$ cat config.mk
export PLATFORM = sky130hd
export DESIGN_NAME = microprogram_iii
export DESIGN_NICKNAME = d
export VERILOG_FILES = /design/src/rtl/microprogram_iii.sv
export SDC_FILE = /design/constraint.sdc
export NUM_CORES = 1
export LEC_CHECK = 0
export ABC_AREA = 1
export ABC_CLOCK_PERIOD_IN_PS = 3500
export CORE_UTILIZATION = 55
export DETAILED_ROUTE_END_ITERATION = 6
export PLACE_DENSITY = 0.74
export SLEW_MARGIN = 20
export SYNTH_ARGS = -nofsm -noshare
export SYNTH_HDL_FRONTEND = slang
export SYNTH_SLANG_ARGS = --single-unit
$ cat constraint.sdc
create_clock -name clock -period 3.5 [get_ports clock]
set_clock_uncertainty 0.05 [all_clocks]
set_input_delay 0.7 -clock clock [delete_from_list [all_inputs] [get_ports clock]]
set_output_delay 0.7 -clock clock [all_outputs]
set_load 0.01 [all_outputs]
$ cat src/rtl/microprogram_iii.sv
// Microprogrammed 8-bit accumulator CPU: 4-clock instructions sequenced by a
// 64-word control ROM indexed by {opcode, micro-step}; 16x8 register RAM preloaded on reset.
module microprogram_iii (
    input  logic       clock,
    input  logic       reset,
    input  logic [7:0] IN,
    output logic [7:0] OUT
);

    localparam logic [1:0] T0 = 2'd0;
    localparam logic [1:0] T1 = 2'd1;
    localparam logic [1:0] T2 = 2'd2;
    localparam logic [1:0] T3 = 2'd3;

    localparam logic [3:0] OP_LDA = 4'h1;
    localparam logic [3:0] OP_ADD = 4'h2;
    localparam logic [3:0] OP_SUB = 4'h3;
    localparam logic [3:0] OP_STA = 4'h4;
    localparam logic [3:0] OP_IN  = 4'h5;
    localparam logic [3:0] OP_OUT = 4'h6;
    localparam logic [3:0] OP_JMP = 4'h7;
    localparam logic [3:0] OP_JZ  = 4'h8;
    localparam logic [3:0] OP_JC  = 4'h9;
    localparam logic [3:0] OP_HLT = 4'hF;

    localparam int unsigned CW       = 14;
    localparam int unsigned B_MAR_PC = 0;
    localparam int unsigned B_IR_LD  = 1;
    localparam int unsigned B_PC_INC = 2;
    localparam int unsigned B_MAR_IR = 3;
    localparam int unsigned B_A_MEM  = 4;
    localparam int unsigned B_A_ADD  = 5;
    localparam int unsigned B_A_SUB  = 6;
    localparam int unsigned B_MEM_WR = 7;
    localparam int unsigned B_A_IN   = 8;
    localparam int unsigned B_OUT_LD = 9;
    localparam int unsigned B_JMP    = 10;
    localparam int unsigned B_JZ     = 11;
    localparam int unsigned B_JC     = 12;
    localparam int unsigned B_HLT    = 13;

    logic [7:0] a_q, a_d;
    logic [3:0] pc_q, pc_d;
    logic [3:0] mar_q, mar_d;
    logic [7:0] ir_q, ir_d;
    logic       z_q, z_d;
    logic       c_q, c_d;
    logic       halt_q, halt_d;
    logic [1:0] t_q, t_d;
    logic [7:0] out_q, out_d;
    logic [7:0] mem_q [16];
    logic [7:0] mem_d [16];

    logic [5:0]    uaddr;
    logic [CW-1:0] uc;
    logic [7:0]    mem_rd;
    logic [8:0]    sum;
    logic [7:0]    diff;

    function automatic logic [7:0] prog_word(input logic [3:0] addr);
        case (addr)
            4'd0:    prog_word = 8'h50;
            4'd1:    prog_word = 8'h2E;
            4'd2:    prog_word = 8'h60;
            4'd3:    prog_word = 8'h71;
            4'd14:   prog_word = 8'h01;
            default: prog_word = 8'h00;
        endcase
    endfunction

    // Control ROM: T0/T1 are the shared fetch words for every opcode.
    function automatic logic [CW-1:0] microcode(input logic [5:0] ua);
        logic [CW-1:0] w;
        w = '0;
        case (ua[1:0])
            T0: w[B_MAR_PC] = 1'b1;
            T1: begin
                w[B_IR_LD]  = 1'b1;
                w[B_PC_INC] = 1'b1;
            end
            T2: w[B_MAR_IR] = 1'b1;
            default: begin
                case (ua[5:2])
                    OP_LDA:  w[B_A_MEM]  = 1'b1;
                    OP_ADD:  w[B_A_ADD]  = 1'b1;
                    OP_SUB:  w[B_A_SUB]  = 1'b1;
                    OP_STA:  w[B_MEM_WR] = 1'b1;
                    OP_IN:   w[B_A_IN]   = 1'b1;
                    OP_OUT:  w[B_OUT_LD] = 1'b1;
                    OP_JMP:  w[B_JMP]    = 1'b1;
                    OP_JZ:   w[B_JZ]     = 1'b1;
                    OP_JC:   w[B_JC]     = 1'b1;
                    OP_HLT:  w[B_HLT]    = 1'b1;
                    default: w = '0;
                endcase
            end
        endcase
        microcode = w;
    endfunction

    assign uaddr  = {ir_q[7:4], t_q};
    assign uc     = microcode(uaddr);
    assign mem_rd = mem_q[mar_q];
    assign sum    = {1'b0, a_q} + {1'b0, mem_rd};
    assign diff   = a_q - mem_rd;
    assign OUT    = out_q;

    always_comb begin
        a_d    = a_q;
        pc_d   = pc_q;
        mar_d  = mar_q;
        ir_d   = ir_q;
        z_d    = z_q;
        c_d    = c_q;
        halt_d = halt_q;
        t_d    = t_q;
        out_d  = out_q;
        mem_d  = mem_q;
        if (!halt_q) begin
            t_d = t_q + 2'd1;
            if (uc[B_MAR_PC]) mar_d = pc_q;
            if (uc[B_IR_LD])  ir_d  = mem_rd;
            if (uc[B_PC_INC]) pc_d  = pc_q + 4'd1;
            if (uc[B_MAR_IR]) mar_d = ir_q[3:0];
            if (uc[B_A_MEM]) begin
                a_d = mem_rd;
                z_d = (mem_rd == 8'h00);
            end
            if (uc[B_A_ADD]) begin
                a_d = sum[7:0];
                c_d = sum[8];
                z_d = (sum[7:0] == 8'h00);
            end
            if (uc[B_A_SUB]) begin
                a_d = diff;
                c_d = (a_q >= mem_rd);
                z_d = (diff == 8'h00);
            end
            if (uc[B_MEM_WR]) mem_d[mar_q] = a_q;
            if (uc[B_A_IN]) begin
                a_d = IN;
                z_d = (IN == 8'h00);
            end
            if (uc[B_OUT_LD]) out_d = a_q;
            if (uc[B_JMP] || (uc[B_JZ] && z_q) || (uc[B_JC] && c_q)) pc_d = ir_q[3:0];
            if (uc[B_HLT]) halt_d = 1'b1;
        end
    end

    always_ff @(posedge clock or negedge reset) begin
        if (!reset) begin
            a_q    <= '0;
            pc_q   <= '0;
            mar_q  <= '0;
            ir_q   <= '0;
            z_q    <= 1'b0;
            c_q    <= 1'b0;
            halt_q <= 1'b0;
            t_q    <= T0;
            out_q  <= '0;
            for (int unsigned i = 0; i < 16; i++) mem_q[i] <= prog_word(4'(i));
        end else begin
            a_q    <= a_d;
            pc_q   <= pc_d;
            mar_q  <= mar_d;
            ir_q   <= ir_d;
            z_q    <= z_d;
            c_q    <= c_d;
            halt_q <= halt_d;
            t_q    <= t_d;
            out_q  <= out_d;
            for (int unsigned i = 0; i < 16; i++) mem_q[i] <= mem_d[i];
        end
    end

endmodule

==> results of run 1 <==
[worst max-delay path, delay by kind of cell (launching register included)]
kind            cells  cell delay [ns]
compound gates      4             0.98
flops               1             0.49
fa+ha+maj           2             0.66
buf+inv             2             0.33
simple gates        9             0.76
[layer usage]
| metal | vias to the layer above | routed length, um | global-route usage, % |
|---|---|---|---|
| li1 | 3643 | - | - |
| met5 | - | 0 | 0 |
| met2 | 235 | 10080 | 45.26 |
| met3 | 33 | 1235 | 5.402 |
| met1 | 3529 | 10810 | 45.20 |
| met4 | 0 | 375 | 7.983 |
[state kept, by name, indices dropped and copies added, names as in the netlist]
name    count
a_q         8
pc_q        4
OUT         8
ir_q        8
halt_q      1
mem_q     128
z_q         1
mar_q       4
t_q         2
c_q         1
[Yosys cell counts, types with 2 or more instances]
master,n
nand2_1,488
o21ai_0,155
dfrtp_1,152
inv_1,53
nand3_1,44
clkbuf_1,32
nor2_1,32
ha_1,22
buf_2,15
dfstp_2,13
a21oi_1,12
o21ai_1,12
xor2_1,10
nand4_1,9
o211ai_1,9
a31oi_1,6
buf_6,6
nor3_1,5
nor3_2,5
buf_4,4
o22ai_1,4
inv_2,3
nand2_2,3
nor2_4,3
clkinv_1,2
fa_1,2
nand3b_1,2
nor4_1,2
o21a_1,2
o41ai_1,2
xnor2_1,2
[cell families (layout without fill, tap and decap cells)]
| logic type | after synthesis | in the layout |
|---|---|---|
| DFF | 165 | 165 |
| xor gates and xnor gates | 12 | 12 |
| and+or+nand+nor | 597 | 597 |
| adders and majority gates | 24 | 24 |
| AOI/OAI and AO/OA | 210 | 210 |
| buffers and inverters | 118 | 136 |
[layout make-up]
| type | instances | area, sq um |
|---|---|---|
| Fill cell | 1362 | 5665 |
| Sequential cell | 165 | 4146 |
| Multi-Input combinational cell | 843 | 3979 |
| Clock buffer | 19 | 452.9 |
| Timing Repair Buffer | 45 | 410.4 |
| Tap cell | 211 | 264.0 |
| Inverter | 59 | 229.0 |
| Clock inverter | 13 | 111.4 |
[power groups by stage]
stage | Combinational [mW] | Sequential (mW) | Clock [mW]
6_report | 0.0533 | 1.91 | 1.80
5_1_grt | 0.0623 | 1.91 | 1.91
4_1_cts | 0.0560 | 1.91 | 1.82
3_5_place_dp | 0.0559 | 1.94 | 0
3_3_place_gp | 0.0559 | 1.94 | 0
2_1_floorplan | 0.000222 | 1.94 | 0
[what timing repair did]
action	CTS	global route
setup endpoints to repair	0	5
hold buffers	0	0
buffers inserted	0	1
gates resized for setup	0	7
[worst paths after layout]
kind,endpoint,startpoint,slack (ns),depth (start not counted)
setup / recovery,c_q,mar_q[0],0.14,17
hold / removal,mem_q[62],reset,0.24,1
setup reg to reg,c_q,mar_q[0],0.14,17
hold reg to reg,mem_q[80],mem_q[80],0.44,2
max in group asynchronous,mem_q[100],reset,2.31,2
min in group clock,mem_q[80],mem_q[80],0.44,2
==> impl_metrics.yaml, run 1 <==
status:
  status: "finished, final reports clean"
place:
  gp_congestion: 0.9075
  placed_area_sq_mm: 0.008997
  port_buffers: 17
  dpl_worst_slack_ns: 0.05406
  dpl.hpwl_mm: 14.97
  dp_cells: 1322
run:
  cap_violations: 0
worst_setup_path:
  crit_fanout: 34
  endpoint_kind: "register"
  cpPeakStageDelay_ns: 0.49
  crit_required_ns: 3.79
  crit_path_start_kind: "register"
  cp_common_cell: "nand2_1"
  cp_data_arrival_time_ns: 3.65
  path_cells: "buf_12 -> nand2_1 -> nand2_1 -> nand2_1 -> nand2_1 -> nand2_1 -> nand2_1 -> nor2_4 -> inv_1 -> ha_1 -> fa_1 -> o21a_1 -> o21ai_0 -> nand2_1 -> a21oi_1 -> nor3_1 -> o31ai_1"
  timing.critical_path.slowest_stage_cell: "dfrtp_2"
  crit_type: "reg -> reg"
yosys:
  ys_ff_latch: 165
  synthFlopType: "dfrtp_1"
  synth_top_family_by_area: "simple AND/OR/NAND/NOR gates"
  syn_nets: 1160
  ys_warn_count: 0
  yosys.area_share.simple_pct: 28.02
  synth_compound_area_share_pct: 13.01
  synthXorXnorAreaFrac_pct: 1.217
  synth_area_leaders: "dfrtp_1 44%, nand2_1 21%, o21ai_0 9.0%"
  synth_edf_count: 0
  avgSynthCellArea_sq_um: 7.668
  synthAdderAreaFrac_pct: 3.652
  yosysUniqueCellTypes: 46
  syn_inst: 1126
  yosys.area.top_type: "dfrtp_1"
  syn_area_sq_mm: 0.008635
  yosysTopAreaCellShare_pct: 44.05
  synthArstFlopShare_pct: 100.0
  synthMuxAreaShare_pct: 0
  synth_seq_area_share_pct: 48.01
drt:
  ant_nets: 0
  drcViolationCount: 0
  dr.pass1.iters: 5
  viasPerCell: 5.491
  totalWireLength_mm: 22.50
  dr.first_iter.drc_count: 623
  post_drt_wl_per_cell_um: 16.60
  vias: 7440
die:
  fp.dieH_um: 127.3
  die_w_um: 127.3
  pin_count: 18
  num_rows: 45
  core_area_sq_mm: 0.01526
  initial_core_util_pct: 56.59
  die-area_sq_mm: 0.01620
final_layout:
  drive_above_1_share_pct: 8.392
  final_util_pct: 62.87
  antenna_cells: 0
  syn2layout_area_growth_pct: 11.10
  design_area_sq_mm: 0.009593
  final_common_cell: "nand2_1"
  layout_common_cells: "488 x nand2_1, 155 x o21ai_0, 151 x dfrtp_1, 53 x inv_1, 44 x nand3_1"
  layout.cells.non_filler: 1355
  finalNetCount: 1165
cts:
  worstSkewPairLatency_ns: 0.44
  cts_tree: "built"
  clock-sinks: 165
  cts_buffers: 17
  htreeDepth: 4
  path_clk_slew_ns: 0.07
  cts_root_buf: "clkbuf_16"
  ctsLongestPathBuffers: 2
timing:
  fin_crit_ns: 3.359
  maxSlewHeadroom_pct: 46.66
  rsz0062_at_grt: "no"
  slew_viol_final: 0
  fin_ws_ns: 0.1411
  worstMarginPinSlew_ns: 0.7992
  max_freq_mhz: 297.7
  tns_ns: 0
  worst_hold_slack_ns: 0.2359
  period_share_pct: 95.97
  finalHoldViolCount: 0
  setup_viol: 0
global_routing:
  grt-ovfl-total: 0
  grt_use_total_pct: 30.19
  grt_pass1_vias: 7056
  antenna_found_initial: 1
  grt_pass1_wl_mm: 37.60
  grt_max_degree: 86
power:
  intPower_mw: 2.889
  p_comb_share_pct: 1.4
  seq_power_share_pct: 50.7
  clkPwrFrac_pct: 47.9
  p_leak_nw: 4.733
  peakVddDrop_v: 0.0003466
  powerDensity_mw_per_mm2: 392.0
  p_switching_mw: 0.8716
  finalPower_mw: 3.760
  switching_share_pct: 23.18
hold_path:
  hold_path_class: "in -> async"
Power figures use the tool's default switching activity.
==> run 2: changes to the inputs <==
Settings changed: CTS_CLUSTER_SIZE set to 10, PLACE_DENSITY 0.74 to not set, PLACE_DENSITY_LB_ADDON set to 0.12.
==> impl_metrics.yaml, run 2 (synthesis results as in run 1) <==
cts:
  path_clk_slew_ns: 0.07
  ctsLongestPathBuffers: 2
  cts_buffers: 17
  worstSkewPairLatency_ns: 0.43
  clock-sinks: 165
  cts_root_buf: "clkbuf_16"
  htreeDepth: 4
  cts_tree: "built"
final_layout:
  syn2layout_area_growth_pct: 11.17
  antenna_cells: 0
  largest_register_ffs: 128
  regMostFlops: "mem_q"
  design_area_sq_mm: 0.009599
  layout_common_cells: "488 x nand2_1, 155 x o21ai_0, 151 x dfrtp_1, 53 x inv_1, 44 x nand3_1"
  layout.cells.non_filler: 1350
  fillCellCount: 1367
  drive_above_1_share_pct: 7.989
  finalNetCount: 1160
  final_common_cell: "nand2_1"
place:
  dp_cells: 1316
  gp_congestion: 0.9254
  placed_area_sq_mm: 0.008952
  dpl.hpwl_mm: 14.50
  port_buffers: 17
run:
  cap_violations: 0
power:
  intPower_mw: 2.988
  seq_power_share_pct: 49.4
  p_switching_mw: 0.8743
  clkPwrFrac_pct: 49.3
  p_comb_share_pct: 1.3
  finalPower_mw: 3.863
  powerDensity_mw_per_mm2: 402.4
  p_leak_nw: 4.715
  switching_share_pct: 22.63
  peakVddDrop_v: 0.0003830
global_routing:
  grt_pass1_wl_mm: 36.24
  grt_max_degree: 84
  antenna_found_initial: 0
  grt_pass1_vias: 6867
  grt-ovfl-total: 0
  grt_use_total_pct: 29.08
die:
  die_w_um: 127.3
  num_rows: 45
  pin_count: 18
  initial_core_util_pct: 56.59
  core_area_sq_mm: 0.01526
  fp.dieH_um: 127.3
  die-area_sq_mm: 0.01620
timing:
  worstMarginPinSlew_ns: 0.8253
  slew_viol_final: 0
  fin_crit_ns: 3.228
  finalHoldViolCount: 0
  max_freq_mhz: 309.8
  setup_viol: 0
  period_share_pct: 92.23
  maxSlewHeadroom_pct: 44.92
worst_setup_path:
  cp_common_cell: "nand2_1"
  rrSetupSlack_ns: 0.27
  timing.critical_path.slowest_stage_cell: "fa_1"
  cpPeakStageDelay_ns: 0.44
  path_cells: "inv_4 -> nor2_1 -> buf_4 -> nand2_1 -> nand3_1 -> nand2_1 -> nand2_1 -> nor2_2 -> inv_1 -> ha_1 -> fa_1 -> xor2_1 -> nand2_1 -> nor3_2 -> nand3_1 -> nor2_1 -> nand3_1 -> nand2_1 -> nand2_1 -> nand2_1 -> nand2_1 -> a21oi_2"
  r2r.worst_path.cells: 22
  crit_path_start_kind: "register"
  critPathTopFamily: "simple AND/OR/NAND/NOR gates"
  worst-path-buf-inv: 3
  crit_type: "reg -> reg"
  r2r_start: "mar_q[1]"
  r2r_end: "z_q"
  crit_fanout: 12
  endpoint_kind: "register"
  cp_data_arrival_time_ns: 3.55
  crit_required_ns: 3.82
drt:
  ant_nets: 0
  dr.first_iter.drc_count: 694
  drcViolationCount: 0
  totalWireLength_mm: 22.46
  dr.pass1.iters: 7
  viasPerCell: 5.400
  post_drt_wl_per_cell_um: 16.64
  vias: 7290
hold_path:
  hold_path_class: "in -> async"
status:
  status: "finished, final reports clean"
run 2: worst max path at each step:
stage	start	to	slack [ns]	depth (start not counted)
floorplan	mar_q[0]	z_q	0.60	21
global placement	mar_q[1]	z_q	0.11	22
detailed placement	mar_q[1]	z_q	0.12	22
CTS	mar_q[1]	z_q	0.1	22
global route	mar_q[0]	z_q	-0.02	22
finish	mar_q[1]	z_q	0.27	22
run 2: per-stage QoR:
step	utilization, %	hold slack (ns)	setup WS [ns]	setup TNS (ns)
final	62.91	0.1411	0.2720	0
after global routing	62.91	0.1754	-0.01941	-0.01941
after CTS	62.58	0.1516	0.09679	0
after floorplan	-	0.3544	0.6038	0
after detailed placement	58.67	0.4236	0.1181	0
after global placement	58.67	0.4163	0.1050	0
run 2: power by group through the flow:
| stage | Clock, mW | Sequential, mW | Combinational, mW |
|---|---|---|---|
| CTS | 1.93 | 1.91 | 0.0548 |
| global placement | 0 | 1.94 | 0.0539 |
| detailed placement | 0 | 1.94 | 0.0545 |
| floorplan | 0 | 1.94 | 0.000222 |
| global route | 2.00 | 1.91 | 0.0605 |
| finish | 1.90 | 1.91 | 0.0510 |
run 2: layout make-up:
cell class,instances,area [sq um],area share [%]
inverter,59,231.5,2.411
clock buffer,17,425.4,4.432
timing repair buffer,40,386.6,4.028
multi-input combinational,843,3974,41.40
tap,211,264.0,2.750
sequential,165,4146,43.20
clock inverter,15,171.4,1.786
run 2: routing by layer:
| layer | global-route usage, % | wire (um) |
|---|---|---|
| met5 | 0 | 0 |
| met4 | 8.403 | 416 |
| met3 | 5.402 | 1350 |
| met2 | 44.74 | 9978 |
| met1 | 42.05 | 10710 |
run 2: what timing repair did:
action,in CTS,in global routing
gates resized for setup,0,6
hold endpoints to repair,0,0
setup endpoints to repair,0,3
buffers inserted,0,1
hold buffers,0,0
==> run 3: changes to the inputs <==
Settings changed: CTS_CLUSTER_SIZE 10 to 16.
==> results of run 3 <==
The final DEF is identical to that of run 2; final timing and power are the same.
